--- src/rtl/apb_pkg.sv ---
// Shared types for the APB master bridge: FSM states, response record and a
// clog2 helper that never returns 0.
package apb_pkg;

  // Widest data bus the response record can carry.
  localparam int RSP_DATA_MAX = 64;

  typedef enum logic [1:0] {
    IDLE,
    SETUP,
    ACCESS
  } apb_state_t;

  typedef struct packed {
    logic [RSP_DATA_MAX-1:0] rdata;
    logic                    err;
    logic                    timeout;
  } apb_rsp_t;

  function automatic int clog2_min1(input int n);
    return (n <= 1) ? 1 : $clog2(n);
  endfunction

endpackage

--- src/rtl/apb_addr_decode.sv ---
// Combinational slave decode: high address bits -> slave index, one-hot select
// and a decode error when the index names a slave that does not exist.
module apb_addr_decode
  import apb_pkg::*;
#(
  parameter int NUM_SLAVES = 4,
  localparam int SEL_W = clog2_min1(NUM_SLAVES)
) (
  input  logic [SEL_W-1:0]      addr_hi,
  output logic [NUM_SLAVES-1:0] sel,
  output logic [SEL_W-1:0]      idx,
  output logic                  decode_err
);

  localparam logic [SEL_W:0] NUM_L = (SEL_W + 1)'(NUM_SLAVES);

  assign idx        = (NUM_SLAVES == 1) ? '0 : addr_hi;
  assign decode_err = ({1'b0, idx} >= NUM_L);

  for (genvar gi = 0; gi < NUM_SLAVES; gi++) begin : g_sel
    assign sel[gi] = !decode_err && (idx == SEL_W'(gi));
  end

endmodule

--- src/rtl/apb_master_bridge_mc.sv ---
// APB master bridge: one valid/ready request at a time, driven as a full
// SETUP/ACCESS transfer to a decoded slave, with error and timeout reporting.
module apb_master_bridge_mc
  import apb_pkg::*;
#(
  parameter int ADDR_WIDTH     = 16,
  parameter int DATA_WIDTH     = 16,
  parameter int NUM_SLAVES     = 4,
  parameter int TIMEOUT_CYCLES = 16
) (
  input  logic                             pclk,
  input  logic                             preset,
  input  logic                             req_valid,
  output logic                             req_ready,
  input  logic                             req_write,
  input  logic [ADDR_WIDTH-1:0]            req_addr,
  input  logic [DATA_WIDTH-1:0]            req_wdata,
  input  logic [DATA_WIDTH/8-1:0]          req_strb,
  output logic                             rsp_valid,
  output logic [DATA_WIDTH-1:0]            rsp_rdata,
  output logic                             rsp_err,
  output logic                             rsp_timeout,
  output logic [NUM_SLAVES-1:0]            psel,
  output logic                             penable,
  output logic                             pwrite,
  output logic [ADDR_WIDTH-1:0]            paddr,
  output logic [DATA_WIDTH-1:0]            pwdata,
  output logic [DATA_WIDTH/8-1:0]          pstrb,
  input  logic [NUM_SLAVES-1:0]            pready,
  input  logic [NUM_SLAVES*DATA_WIDTH-1:0] prdata,
  input  logic [NUM_SLAVES-1:0]            pslverr
);

  localparam int STRB_W = DATA_WIDTH / 8;
  localparam int SEL_W  = clog2_min1(NUM_SLAVES);
  localparam int CNT_W  = clog2_min1(TIMEOUT_CYCLES + 1);
  // wait_reg holds the pready-low cycles already seen, so the limit is hit in
  // the ACCESS cycle where it equals TIMEOUT_CYCLES-1 and pready is still low.
  localparam logic [CNT_W-1:0] CNT_LAST = CNT_W'((TIMEOUT_CYCLES > 0) ? TIMEOUT_CYCLES - 1 : 0);

  apb_state_t              state_reg, state_next;
  logic [NUM_SLAVES-1:0]   sel_reg, dec_sel;
  logic [SEL_W-1:0]        idx_reg, dec_idx;
  logic                    dec_err;
  logic [CNT_W-1:0]        wait_reg, wait_next;
  apb_rsp_t                rsp_reg, rsp_next;
  logic                    rsp_valid_reg, rsp_fire;
  logic [ADDR_WIDTH-1:0]   paddr_reg;
  logic [DATA_WIDTH-1:0]   pwdata_reg, rdata_sel;
  logic [STRB_W-1:0]       pstrb_reg;
  logic                    pwrite_reg;
  logic                    accept, pready_sel, pslverr_sel, timeout_hit;
  logic                    unused_rsp_bits;

  apb_addr_decode #(
    .NUM_SLAVES(NUM_SLAVES)
  ) u_decode (
    .addr_hi    (req_addr[ADDR_WIDTH-1 -: SEL_W]),
    .sel        (dec_sel),
    .idx        (dec_idx),
    .decode_err (dec_err)
  );

  assign req_ready   = (state_reg == IDLE) && !preset;
  assign accept      = req_valid && req_ready;
  assign pready_sel  = |(pready & sel_reg);
  assign pslverr_sel = |(pslverr & sel_reg);
  assign rdata_sel   = prdata[int'(idx_reg) * DATA_WIDTH +: DATA_WIDTH];
  assign timeout_hit = (TIMEOUT_CYCLES > 0) && (wait_reg == CNT_LAST);

  always_comb begin
    state_next = state_reg;
    wait_next  = wait_reg;
    rsp_fire   = 1'b0;
    rsp_next   = rsp_reg;
    case (state_reg)
      IDLE: begin
        if (accept) begin
          if (dec_err) begin
            rsp_fire = 1'b1;
            rsp_next = '{rdata: '0, err: 1'b1, timeout: 1'b0};
          end else begin
            state_next = SETUP;
          end
        end
      end
      SETUP: begin
        state_next = ACCESS;
        wait_next  = '0;
      end
      ACCESS: begin
        // Completion is checked first so a late pready beats the timeout.
        if (pready_sel) begin
          state_next       = IDLE;
          rsp_fire         = 1'b1;
          rsp_next.rdata   = (!pwrite_reg && !pslverr_sel) ? RSP_DATA_MAX'(rdata_sel) : '0;
          rsp_next.err     = pslverr_sel;
          rsp_next.timeout = 1'b0;
        end else if (timeout_hit) begin
          state_next = IDLE;
          rsp_fire   = 1'b1;
          rsp_next   = '{rdata: '0, err: 1'b1, timeout: 1'b1};
        end else begin
          wait_next = wait_reg + 1'b1;
        end
      end
      default: state_next = IDLE;
    endcase
  end

  always_ff @(posedge pclk) begin
    if (preset) begin
      state_reg <= IDLE;
    end else begin
      state_reg <= state_next;
    end
  end

  always_ff @(posedge pclk) begin
    if (preset) begin
      wait_reg      <= '0;
      rsp_valid_reg <= 1'b0;
      rsp_reg       <= '0;
      sel_reg       <= '0;
      idx_reg       <= '0;
      paddr_reg     <= '0;
      pwdata_reg    <= '0;
      pstrb_reg     <= '0;
      pwrite_reg    <= 1'b0;
    end else begin
      wait_reg      <= wait_next;
      rsp_valid_reg <= rsp_fire;
      if (rsp_fire) begin
        rsp_reg <= rsp_next;
      end
      if (accept) begin
        sel_reg    <= dec_sel;
        idx_reg    <= dec_idx;
        paddr_reg  <= req_addr;
        pwdata_reg <= req_wdata;
        pstrb_reg  <= req_write ? req_strb : '0;
        pwrite_reg <= req_write;
      end
    end
  end

  assign psel        = (state_reg == IDLE) ? '0 : sel_reg;
  assign penable     = (state_reg == ACCESS);
  assign pwrite      = pwrite_reg;
  assign paddr       = paddr_reg;
  assign pwdata      = pwdata_reg;
  assign pstrb       = pstrb_reg;
  assign rsp_valid   = rsp_valid_reg;
  assign rsp_rdata   = rsp_reg.rdata[DATA_WIDTH-1:0];
  assign rsp_err     = rsp_reg.err;
  assign rsp_timeout = rsp_reg.timeout;

  // Response record is sized for the widest bus; the spare rdata bits are dead.
  assign unused_rsp_bits = ^rsp_reg.rdata;

endmodule

--- config.mk ---
export PLATFORM = sky130hd
export DESIGN_NAME = apb_master_bridge_mc
export DESIGN_NICKNAME = d
export VERILOG_FILES = /design/src/rtl/apb_pkg.sv /design/src/rtl/apb_addr_decode.sv /design/src/rtl/apb_master_bridge_mc.sv
export SDC_FILE = /design/constraint.sdc
export NUM_CORES = 1
export LEC_CHECK = 0
export ABC_CLOCK_PERIOD_IN_PS = 4500
export CORE_AREA = 4 4 91 93
export DETAILED_ROUTE_END_ITERATION = 12
export DIE_AREA = 0 0 95 97
export GPL_TIMING_DRIVEN = 0
export PLACE_DENSITY = 0.83
export SLEW_MARGIN = 40
export SYNTH_ARGS = -nofsm -noshare
export SYNTH_HDL_FRONTEND = slang
export SYNTH_SLANG_ARGS = --single-unit
--- constraint.sdc ---
create_clock -name pclk -period 4.5 [get_ports pclk]
set_input_delay 0.45 -clock pclk [delete_from_list [all_inputs] [get_ports pclk]]
set_output_delay 0.45 -clock pclk [all_outputs]
set_load 0.03 [all_outputs]
# Word level (Yosys, flattened, before mapping)
# Index checks and enable logic that the tools add are counted.
# totals
wordCells	56
input_bits	110
ff_bits	67
output_inout_bits	60
# classes
shifts	1
mux	15
n_addsub	1
n_reduce_logical	15
n_bitwise	2
n_eq_ne	10
# ops
op	n
64-bit by 7-bit indexed part select with 16-bit output	1
18-bit 2-to-1 mux	2
16-bit 2-to-1 mux	1
5-bit 2-to-1 mux	2
5-bit one-hot mux with 2 select lines	1
4-bit AND	2
2-bit 2-to-1 mux	4
4-bit OR reduction	2
2-bit == test, second input constant	3
2-bit != test, second input constant	3
2-bit one-hot mux with 3 select lines	1
3-bit AND reduction	2
5-bit by 1-bit adder with 5-bit output, second input constant	1
5-bit by 4-bit == test with 1-bit output, second input constant	1
2-bit by 1-bit == test with 1-bit output, second input constant	2
2-bit logical NOT	2
4-bit 2-to-1 mux	1
2-bit nonzero test	2
1-bit logical AND	3
1-bit logical NOT	3
1-bit 2-to-1 mux	3
3-bit by 1-bit != test with 1-bit output, second input constant	1
2-bit AND reduction	1

# Logic depth before layout (Yosys ltp)
# Gate-level depths: netlist (run 1).
# depth
ltp_word	6
ltp_mapped	9

# By module
# Synthesis (run 1) repeated with hierarchy kept, for this count alone.
# hier_totals
hier_cells	384
hier_area_um2	3515.9
# modules_own_cells
module	n_inst	cells_each	area_each_um2
apb_master_bridge_mc	1	376	3463.3
apb_addr_decode	1	8	52.6

# Least setup slack after synthesis (run 1)
# OpenSTA, ideal clock, no wires.
# synth_timing
path_kind	register to register
startpoint	register state_reg[0]
endpoint	register sel_reg[0]
slack_ps	2502
stages_incl_launch_ff	7
arrival_ps	1927
required_ps	4430
setup_time_ps	70
n_path_buf	0
path_cell_list	dfxtp_1 > inv_1 > ha_1 > nor2b_1 > nand2_1 > or3_1 > a21oi_1
# synth_via
elab_chain_len	3
# synth_lines
element	line_no	text
from (decl)	apb_master_bridge_mc.sv:41	apb_state_t state_reg, state_next;
from (signal assigned)	apb_master_bridge_mc.sv:115	state_reg <= state_next;
2-bit logical NOT	apb_master_bridge_mc.sv:64	assign req_ready = (state_reg == IDLE) && !preset;
1-bit logical AND	apb_master_bridge_mc.sv:64	
net req_ready	apb_master_bridge_mc.sv:14	output logic req_ready,
1-bit logical AND	apb_master_bridge_mc.sv:65	assign accept = req_valid && req_ready;
to (signal assigned)	apb_master_bridge_mc.sv:137	sel_reg <= dec_sel;
to (decl)	apb_master_bridge_mc.sv:42	logic [NUM_SLAVES-1:0] sel_reg, dec_sel;
# The timed path passes the listed nets, and every way through them passes these cells.
# A chain may end at the register's enable or synchronous reset.

# Worst setup path in the final report (run 1)
# layout_timing
startpoint	register state_reg[0]
endpoint	output port req_ready
# layout_via
elab_chain_len	2
# layout_lines
element	line_no
2-bit logical NOT	apb_master_bridge_mc.sv:64
1-bit logical AND	apb_master_bridge_mc.sv:64
to (decl)	apb_master_bridge_mc.sv:14
# No other way between the ends.

==> metrics.yaml, run 1 <==
status: "finished clean"
startpoint_type: "register"
gr-total-overflow: 0
hpwl_um: 7700
crit_type: "register to primary output"
clock_latency_ns: 0.33
final_util_pct: 66.6
worst_slack_ns: 2.02
holdCritPathClass: "register to register"
route.detailed.drc: 0
cts.clk_slew.worst_paths_ns: 0.07
cts_made_buffers: 9
rsz0062_at_grt: "false"
yosysSeqAreaShare_pct: 43.6
htreeDepth: 3
syn_inst: 313
die_y_um: 97
pwr-share-comb_pct: 24.3
place.gp.congestion: 0.758
antenna_found_initial: 0
synth_nets: 428
cts_root_buf: "clkbuf_8"
arrival_ns: 2.03
place_inst: 584
sw_frac_of_total_pct: 26.4
period_share_pct: 55.0
setup_tns_ns: 0
power_density_nw_per_um2: 303
setup_violations: 0
drive_gt1_share_pct: 9.05
rows: 32
synthFlopType: "dfxtp_1"
clock-sinks: 65
ys_ff_latch: 65
p_int_mw: 1.12
via_count: 3027
max_slew_margin_pct: 56.2
synth_edf_count: 0
io_buffers: 169
nets: 608
avgViaCountPerCell: 5.05
hold_viol_final: 0
syn_area_um2: 2980
peakVddDrop_uv: 216
cap_violations: 0
required_ns: 4.05
power_switching_uw: 401
avgSynthCellArea_um2: 9.53
clock.fmax_ghz: 0.404
clock_skew_ns: 0.00542
cts_tree: "built"
grtUsageTotal_pct: 21.6
grt_pass1_wl_um: 15400
grt_max_degree: 11
pwr-share-seq_pct: 41.3
cp-end-kind: "primary output"
wire_per_inst_um: 16.4
yosysUniqueCellTypes: 37
core_area_um2: 7530
nFillCells: 629
io_pins: 170
die_width_um: 95
final_cells: 599
crit_fanout: 7
pwr-share-clk_pct: 34.4
postRouteWirelength_um: 9820
drt_iter0_drc: 108
drtAntennaViolNets: 0
start_util_pct: 39.6
dieArea_um2: 9220
worstMarginPinSlew_ns: 0.656
grt_pass1_vias: 3229
postCtsHoldBufs: 0
leakage_nw: 1.84
syn_to_final_growth_pct: 68.2
cts_setup_buffers: 0
fin_crit_ns: 2.48
antennaDiodeCount: 0
cts_max_path_buffers: 2
slew_violations: 0
ctsResizeCount: 0
preCtsSetupSlack_ns: 2.04
dr.pass1.iters: 4
async_reset_ff_share_pct: 0
ys_warn_count: 0
## cell families (layout without fill, tap and decap cells)
logic type / after synthesis / count (layout) / synth area share [%]
compound gates: 75 / 75 / 16.9
buf+inv: 43 / 227 / 6.38
fa+ha+maj: 5 / 5 / 2.10
mux: 17 / 17 / 12.4
flops: 65 / 65 / 43.6
simple gates: 108 / 108 / 18.5
## layer usage
| layer | GRT usage (%) | vias up | routed length, um |
|---|---|---|---|
| met2 | 40.3 | 132 | 5220 |
| met1 | 20.5 | 1426 | 3420 |
| met5 | 0 | - | 0 |
| li1 | - | 1452 | - |
| met4 | 8.66 | 0 | 197 |
| met3 | 8.63 | 17 | 986 |
## worst max-delay path: stages, from the launching register on
cell and delay, ns:
dfxtp_1 0.33, inv_1 0.09, ha_1 0.31, nor2b_1 0.26, clkdlybuf4s50_1 0.71
## placed cells by master (no fill, tap or decap), drive strengths merged, types with 2 or more instances in the layout
| master | count |
|---|---|
| or3 | 3 |
| inv | 22 |
| nor2b | 6 |
| nand2 | 46 |
| a31oi | 5 |
| nor2 | 3 |
| o211ai | 2 |
| o21ai | 30 |
| nand2b | 34 |
| dfxtp | 65 |
| ha | 5 |
| clkbuf | 24 |
| clkdlybuf4s50 | 169 |
| nand3 | 7 |
| or4 | 2 |
| buf | 10 |
| mux4 | 16 |
| a21oi | 13 |
| o2bb2ai | 16 |
| a22oi | 2 |
| nand3b | 3 |
| a311oi | 2 |
## through the flow
| step | total power [mW] | area [um^2] | hold slack (ns) |
|---|---|---|---|
| floorplan | 0.815 | 2980 | 0.465 |
| global placement | 0.998 | 4800 | 0.443 |
| detailed placement | 1.01 | 4800 | 0.448 |
| CTS | 1.54 | 5020 | 0.466 |
| global route | 1.59 | 5020 | 0.490 |
| finish | 1.52 | 5020 | 0.467 |
## layout make-up
cell class	count	area, um^2	share of cell area, %
buffer	21	108	2.15
clock buffer	13	179	3.57
clock inverter	2	35.0	0.698
inverter	22	82.6	1.65
multi-input combinational	205	1490	29.7
sequential	65	1300	25.9
tap	102	128	2.54
timing repair buffer	169	1690	33.7
## synth_stat cells (all sizes together), types with 3 or more instances
| library cell | count | share of area (%) |
|---|---|---|
| dfxtp | 65 | 44 |
| nand2 | 46 | 5.8 |
| nand2b | 34 | 7.1 |
| o21ai | 30 | 5.0 |
| inv | 22 | 2.8 |
| mux4 | 16 | 12 |
| o2bb2ai | 16 | 4.7 |
| a21oi | 13 | 2.2 |
| clkbuf | 11 | 1.4 |
| buf | 10 | 2.2 |
| nand3 | 7 | 1.2 |
| nor2b | 6 | 1.3 |
| a31oi | 5 | 1.0 |
| ha | 5 | 2.1 |
| nand3b | 3 | 0.88 |
| nor2 | 3 | 0.38 |
| or3 | 3 | 0.63 |
## power by group through the flow
stage | clock (mW) | combinational, mW | sequential (mW)
floorplan | 0 | 0.120 | 0.695
global placement | 0 | 0.360 | 0.638
detailed placement | 0 | 0.369 | 0.640
CTS | 0.536 | 0.372 | 0.628
global route | 0.566 | 0.394 | 0.631
finish | 0.523 | 0.368 | 0.627
## path summary, 6_finish.rpt
kind | startpoint | slack (ns) | depth (start not counted) | to
setup / recovery | state_reg[0] | 2.02 | 4 | req_ready
hold / removal | rsp_rdata[2] | 0.47 | 1 | rsp_rdata[2]
setup reg to reg | wait_reg[0] | 2.13 | 7 | rsp_rdata[13]
hold reg to reg | rsp_rdata[2] | 0.47 | 1 | rsp_rdata[2]
Note: power is estimated with default switching activity, not from simulation.
==> run 2: changes to the inputs <==
--- a/config.mk
+++ b/config.mk
@@ -5,12 +5,12 @@
 export SDC_FILE = /design/constraint.sdc
 export NUM_CORES = 1
 export LEC_CHECK = 0
-export ABC_CLOCK_PERIOD_IN_PS = 4500
-export CORE_AREA = 4 4 91 93
+export ABC_CLOCK_PERIOD_IN_PS = 2200
+export CORE_AREA = 4 4 98 100
 export DETAILED_ROUTE_END_ITERATION = 12
-export DIE_AREA = 0 0 95 97
+export DIE_AREA = 0 0 102 104
 export GPL_TIMING_DRIVEN = 0
-export PLACE_DENSITY = 0.83
+export PLACE_DENSITY = 0.76
 export SLEW_MARGIN = 40
 export SYNTH_ARGS = -nofsm -noshare
 export SYNTH_HDL_FRONTEND = slang
==> constraint.sdc (replaced) <==
create_clock -name pclk -period 2.2 [get_ports pclk]
set_input_delay 0.22 -clock pclk [delete_from_list [all_inputs] [get_ports pclk]]
set_output_delay 0.22 -clock pclk [all_outputs]
set_load 0.03 [all_outputs]
==> run 2 against run 1 <==
Compared with the run above: die area increased by 15%; clock skew about the same; combinational power up 100%; first-iteration DRC count shrank 39%; hold slack got worse by 0.028 ns; register-to-register slack lost 2.0 ns; largest cell class unchanged.
==> metrics.yaml, run 2 (synthesis gave the netlist of run 1 again) <==
final_cell_mix: "168 x clkdlybuf4s50_1, 65 x dfxtp_1, 46 x nand2_1"  # was 169 x clkdlybuf4s50_1, 65 x dfxtp_1, 46 x nand2_1
max_stage_delay_ns: 0.46  # was 0.71 ns
worst_path_max_delay_cell: "or4_1"  # was clkdlybuf4s50_1
finalPower_mw: 3.10  # was 1.52 mW
hold_viol_final: 0  # unchanged
nFillCells: 767  # was 629
pwr-share-clk_pct: 34.5  # was 34.4%
startpoint_type: "register"  # unchanged
clock_skew_ns: 0.00492  # was 0.00542 ns
cts_max_path_buffers: 2  # unchanged
crit_path_frequent_cell: "ha_1"
place_area_um2: 4810  # was 4800 um^2
cp_num_buf_inv: 1  # was 2
antenna_found_initial: 0  # unchanged
grt_max_degree: 11  # unchanged
postCtsHoldBufs: 0  # unchanged
nets: 608  # unchanged
final_common_cell: "clkdlybuf4s50_1"  # unchanged
crit_family: "simple AND/OR/NAND/NOR gates"  # was buffers and inverters
slew_violations: 0  # unchanged
cp-end-kind: "register"  # was primary output
clock_latency_ns: 0.33  # about the same
drt_iter0_drc: 66  # was 108
power_switching_uw: 818  # was 401 uW
htreeDepth: 3  # unchanged
leakage_nw: 1.85  # was 1.84 nW
max_slew_margin_pct: 59.8  # was 56.2%
crit_fanout: 10  # was 7
die_width_um: 102  # was 95 um
dr.pass1.iters: 4  # unchanged
gr-total-overflow: 0  # unchanged
cts_tree: "built"  # unchanged
rr_worst_depth: 7  # unchanged
holdCritPathClass: "input port to register"  # was register to register
hold_depth: 3  # was 1
sw_frac_of_total_pct: 26.4  # about the same
clock-sinks: 65  # unchanged
crit_path_start: "wait_reg[0]"  # was state_reg[0]
r2r_start: "wait_reg[0]"  # unchanged
die_y_um: 104  # was 97 um
cts.clk_slew.worst_paths_ns: 0.07  # about the same
cp_num_cells: 7  # was 4
fin_area_um2: 5030  # was 5020 um^2
cts_setup_buffers: 0  # unchanged
wire_per_inst_um: 15.3  # was 16.4 um
syn_to_final_growth_pct: 68.7  # was 68.2%
arrival_ns: 2.33  # was 2.03 ns
p_int_mw: 2.29  # was 1.12 mW
start_util_pct: 34.4  # was 39.6%
cap_violations: 0  # unchanged
core_area_um2: 8680  # was 7530 um^2
peakVddDrop_uv: 513  # was 216 uV
io_buffers: 169  # unchanged
grt_pass1_vias: 2980  # was 3229
cts_root_buf: "clkbuf_8"  # unchanged
rows: 34  # was 32
rsz0062_at_grt: "false"  # unchanged
pwr-share-comb_pct: 24.2  # was 24.3%
crit_type: "register to register"  # was register to primary output
hpwl_um: 7400  # was 7700 um
io_pins: 170  # unchanged
drive_gt1_share_pct: 9.86  # was 9.05%
place.gp.congestion: 0.775  # was 0.758
worstMarginPinSlew_ns: 0.603  # was 0.656 ns
final_cells: 605  # was 599
setup_tns_ns: 0  # unchanged
pwr-share-seq_pct: 41.3  # about the same
avgViaCountPerCell: 4.80  # was 5.05
antennaDiodeCount: 0  # unchanged
dieArea_um2: 10600  # was 9220 um^2
required_ns: 2.45  # was 4.05 ns
via_count: 2903  # was 3027
grt_pass1_wl_um: 14500  # was 15400 um
drtAntennaViolNets: 0  # unchanged
grtUsageTotal_pct: 17.2  # was 21.6%
route.detailed.drc: 0  # unchanged
hold_start: "req_addr[9]"  # was rsp_rdata[2]
setup_violations: 0  # unchanged
place_inst: 590  # was 584
fin_crit_ns: 2.07
path_cells: "ha_1, and3_1, ha_1, nand3b_2, buf_6, or4_1, a31oi_1"  # was inv_1, ha_1, nor2b_1, clkdlybuf4s50_1
postRouteWirelength_um: 9270  # was 9820 um
cts_made_buffers: 9  # unchanged
period_share_pct: 94.2
status: "finished clean"  # unchanged
power_density_nw_per_um2: 617  # was 303 nW/um^2
clock.fmax_ghz: 0.483
## run 2: cell count changes in the layout (fill, tap and decap cells not counted), sizes merged
cell           previous run  this run
clkdlybuf4s50           169       168
dlygate4sd2               0         1
## run 2: per-layer routing
metal  global-route usage (%)  vias up  share of wire (%)
li1                         -     1449                  -
met3                     6.84        7                9.4
met5                        0        -                  0
met4                     4.22        0               0.97
met1                     19.1     1351                 39
met2                     30.1       96                 51
## run 2: area by class of cell
class,count,area [um^2],area share [%]
plain buffers,21,110,2.19
clock inverters,2,35.0,0.696
inverters,22,82.6,1.64
repair buffers,169,1690,33.6
flip-flops and latches,65,1300,25.9
clock buffers,13,179,3.56
multi-input cells,205,1500,29.8
well taps,108,135,2.69
## run 2: power by group through the flow
stage	sequential [mW]	clock, mW	combinational, mW
floorplan	1.42	0	0.245
global placement	1.31	0	0.742
detailed placement	1.31	0	0.753
CTS	1.28	1.10	0.755
global route	1.29	1.16	0.806
finish	1.28	1.07	0.751
## run 2: worst register-to-register path: stages, from the launching register on
cell      delay, ns
dfxtp_1        0.34
ha_1           0.21
and3_1         0.18
ha_1           0.22
nand3b_2       0.26
buf_6          0.16
or4_1          0.46
a31oi_1        0.17
## run 2: what timing repair did
action,4_1_cts,5_1_grt
endpoints found under the setup margin,11,15
endpoints found under the hold margin,0,0
resized for setup,2,5
## run 2: stage by stage
step / utilization (%) / hold WS (ns) / setup slack [ns]
2_1_floorplan: - / 0.329 / 0.202
3_3_place_gp: 55.4 / 0.443 / -0.0349
3_5_place_dp: 55.4 / 0.446 / -0.0676
4_1_cts: 57.9 / 0.427 / 0.0891
5_1_grt: 58.0 / 0.446 / 0.0287
6_report: 58.0 / 0.439 / 0.128
## run 2: final timing paths
path,to,slack (ns)
setup reg to reg,wait_reg[2],0.13
hold reg to reg,pstrb[0],0.46
setup / recovery,wait_reg[2],0.13
hold / removal,paddr[9],0.44
==> run 3: changes to the inputs <==
--- a/config.mk
+++ b/config.mk
@@ -9,7 +9,6 @@
 export CORE_AREA = 4 4 98 100
 export DETAILED_ROUTE_END_ITERATION = 12
 export DIE_AREA = 0 0 102 104
-export GPL_TIMING_DRIVEN = 0
 export PLACE_DENSITY = 0.76
 export SLEW_MARGIN = 40
 export SYNTH_ARGS = -nofsm -noshare
==> run 3 against run 2 <==
Compared with the run above: power fell by 7.3%; critical path depth fell by 3; worst setup slack got worse by 0.029 ns; register-to-register slack improved by 0.11 ns; clock skew rose by 0.0062 ns; clock power fell by 20%; final cell count fell by 1.8%; wire length fell by 3.1%; via count fell by 1.4%; combinational power fell by 1%; global-route usage fell by 0.56 points.
==> metrics.yaml, run 3 (synthesis gave the netlist of run 1 again) <==
slew_violations: 0  # unchanged
rr_worst_depth: 6  # was 7
antennaDiodeCount: 0  # unchanged
fin_crit_ns: 2.10  # was 2.07 ns
postCtsHoldBufs: 0  # unchanged
clock_latency_ns: 0.33  # about the same
antenna_found_initial: 0  # unchanged
cts_root_buf: "clkbuf_8"  # unchanged
start_util_pct: 34.4  # unchanged
dieArea_um2: 10600  # unchanged
max_slew_margin_pct: 70.4  # was 59.8%
place_area_um2: 4790  # was 4810 um^2
htreeDepth: 3  # unchanged
cts.clk_slew.worst_paths_ns: 0.07  # about the same
dr.pass1.iters: 4  # unchanged
period_share_pct: 95.5  # was 94.2%
grt_pass1_vias: 2945  # was 2980
status: "finished clean"  # unchanged
final_cells: 594  # was 605
startpoint_type: "register"  # unchanged
postRouteWirelength_um: 8980  # was 9270 um
gr-total-overflow: 0  # unchanged
die_width_um: 102  # unchanged
hold_depth: 3  # unchanged
power_density_nw_per_um2: 580  # was 617 nW/um^2
hold_end: "paddr[7]"  # was paddr[9]
core_area_um2: 8680  # unchanged
r2r_start: "wait_reg[0]"  # unchanged
cts_tree: "built"  # unchanged
die_y_um: 104  # unchanged
clock.fmax_ghz: 0.476  # was 0.483 GHz
route.detailed.drc: 0  # unchanged
wl_met1_um: 3360  # was 3620 um
crit_fanout: 7  # was 10
fin_area_um2: 4960  # was 5030 um^2
cap_violations: 0  # unchanged
avgViaCountPerCell: 4.82  # was 4.80
setup_tns_ns: 0  # unchanged
clock_skew_ns: 0.0111  # was 0.00492 ns
setup_violations: 0  # unchanged
place.gp.congestion: 0.828  # was 0.775
cts_max_path_buffers: 2  # unchanged
leakage_nw: 1.84  # was 1.85 nW
syn_to_final_growth_pct: 66.4  # was 68.7%
cts_setup_buffers: 0  # unchanged
hold_start: "req_addr[7]"  # was req_addr[9]
required_ns: 1.98  # was 2.45 ns
holdCritPathClass: "input port to register"  # unchanged
clock-sinks: 65  # unchanged
hold_viol_final: 0  # unchanged
drive_gt1_share_pct: 9.26  # was 9.86%
io_pins: 170  # unchanged
rsz0062_at_grt: "false"  # unchanged
io_buffers: 169  # unchanged
cts_made_buffers: 9  # unchanged
final_util_pct: 57.2  # was 58.0%
place_inst: 579  # was 590
crit_type: "register to primary output"  # was register to register
ctsResizeCount: 0  # was 2
drtAntennaViolNets: 0  # unchanged
drt_iter0_drc: 82  # was 66
peakVddDrop_uv: 272  # was 513 uV
highest_layer: "met4"  # unchanged
r2r_slack_ns: 0.24  # was 0.13 ns
nFillCells: 748  # was 767
via_count: 2863  # was 2903
r2r-end: "wait_reg[3]"  # was wait_reg[2]
arrival_ns: 1.88  # was 2.33 ns
nets: 597  # was 608
wl_met3_um: 911  # was 869 um
grt_max_degree: 52  # was 11
wl_met2_um: 4590  # was 4680 um
wire_per_inst_um: 15.1  # was 15.3 um
grt_pass1_wl_um: 14200  # was 14500 um
rows: 34  # unchanged
grtUsageTotal_pct: 16.6  # was 17.2%
worstMarginPinSlew_ns: 0.444  # was 0.603 ns
hpwl_um: 7030  # was 7400 um
cp-end-kind: "primary output"  # was register
final_common_cell: "clkdlybuf4s50_1"  # unchanged
final_cell_mix: "166 x clkdlybuf4s50_1, 65 x dfxtp_1, 46 x nand2_1"  # was 168 x clkdlybuf4s50_1, 65 x dfxtp_1, 46 x nand2_1
run 3: changes by cell type in the layout (fill, tap and decap cells not counted), moves of 2 or more:
cell             delta
buf_2               -4
buf_4               +6
clkbuf_1            -6
clkbuf_2            -3
clkbuf_8            -3
clkdlybuf4s50_1     -2
dlymetal6s2s_1      +2
run 3: layout make-up:
cell class                      count  area (um^2)  area share [%]
Clock buffer                       12          145            2.92
Clock inverter                      3         17.5           0.353
Inverter                           22         82.6            1.66
Multi-Input combinational cell    205         1500            30.2
Sequential cell                    65         1300            26.2
Tap cell                          108          135            2.72
Timing Repair Buffer              179         1780            35.9
run 3: how the worst max path moves through the flow:
| stage | start | to | slack (ns) | cells past startpoint |
|---|---|---|---|---|
| floorplan | state_reg[0] | sel_reg[0] | 0.20 | 6 |
| global placement | wait_reg[0] | wait_reg[3] | 0.20 | 6 |
| detailed placement | wait_reg[0] | wait_reg[3] | 0.13 | 6 |
| CTS | state_reg[0] | psel[3] | 0.06 | 4 |
| global route | state_reg[0] | psel[0] | 0.003 | 4 |
| finish | state_reg[0] | psel[0] | 0.1 | 4 |
run 3: routing by layer:
layer | GRT usage (%) | up-vias
li1 | - | 1433
met1 | 17.8 | 1313
met2 | 29.3 | 106
met3 | 6.71 | 11
met4 | 4.97 | 0
met5 | 0 | -
run 3: stage by stage:
| stage | power (mW) | setup slack [ns] | hold WS (ns) |
|---|---|---|---|
| floorplan | 1.67 | 0.202 | 0.329 |
| global placement | 2.04 | 0.196 | 0.442 |
| detailed placement | 2.05 | 0.126 | 0.446 |
| CTS | 2.92 | 0.0598 | 0.424 |
| global route | 3.02 | 0.00290 | 0.454 |
| finish | 2.88 | 0.0984 | 0.443 |
run 3: where the power goes:
group,internal [mW],switching (mW),total (mW)
Sequential,1.24,0.0411,1.29
Clock,0.431,0.422,0.853
Combinational,0.402,0.338,0.740
run 3: critical path: stages, from the launching register on:
cell	delay [ns]
dfxtp_1	0.37
inv_1	0.08
ha_1	0.29
nor2b_1	0.14
clkdlybuf4s50_1	0.67
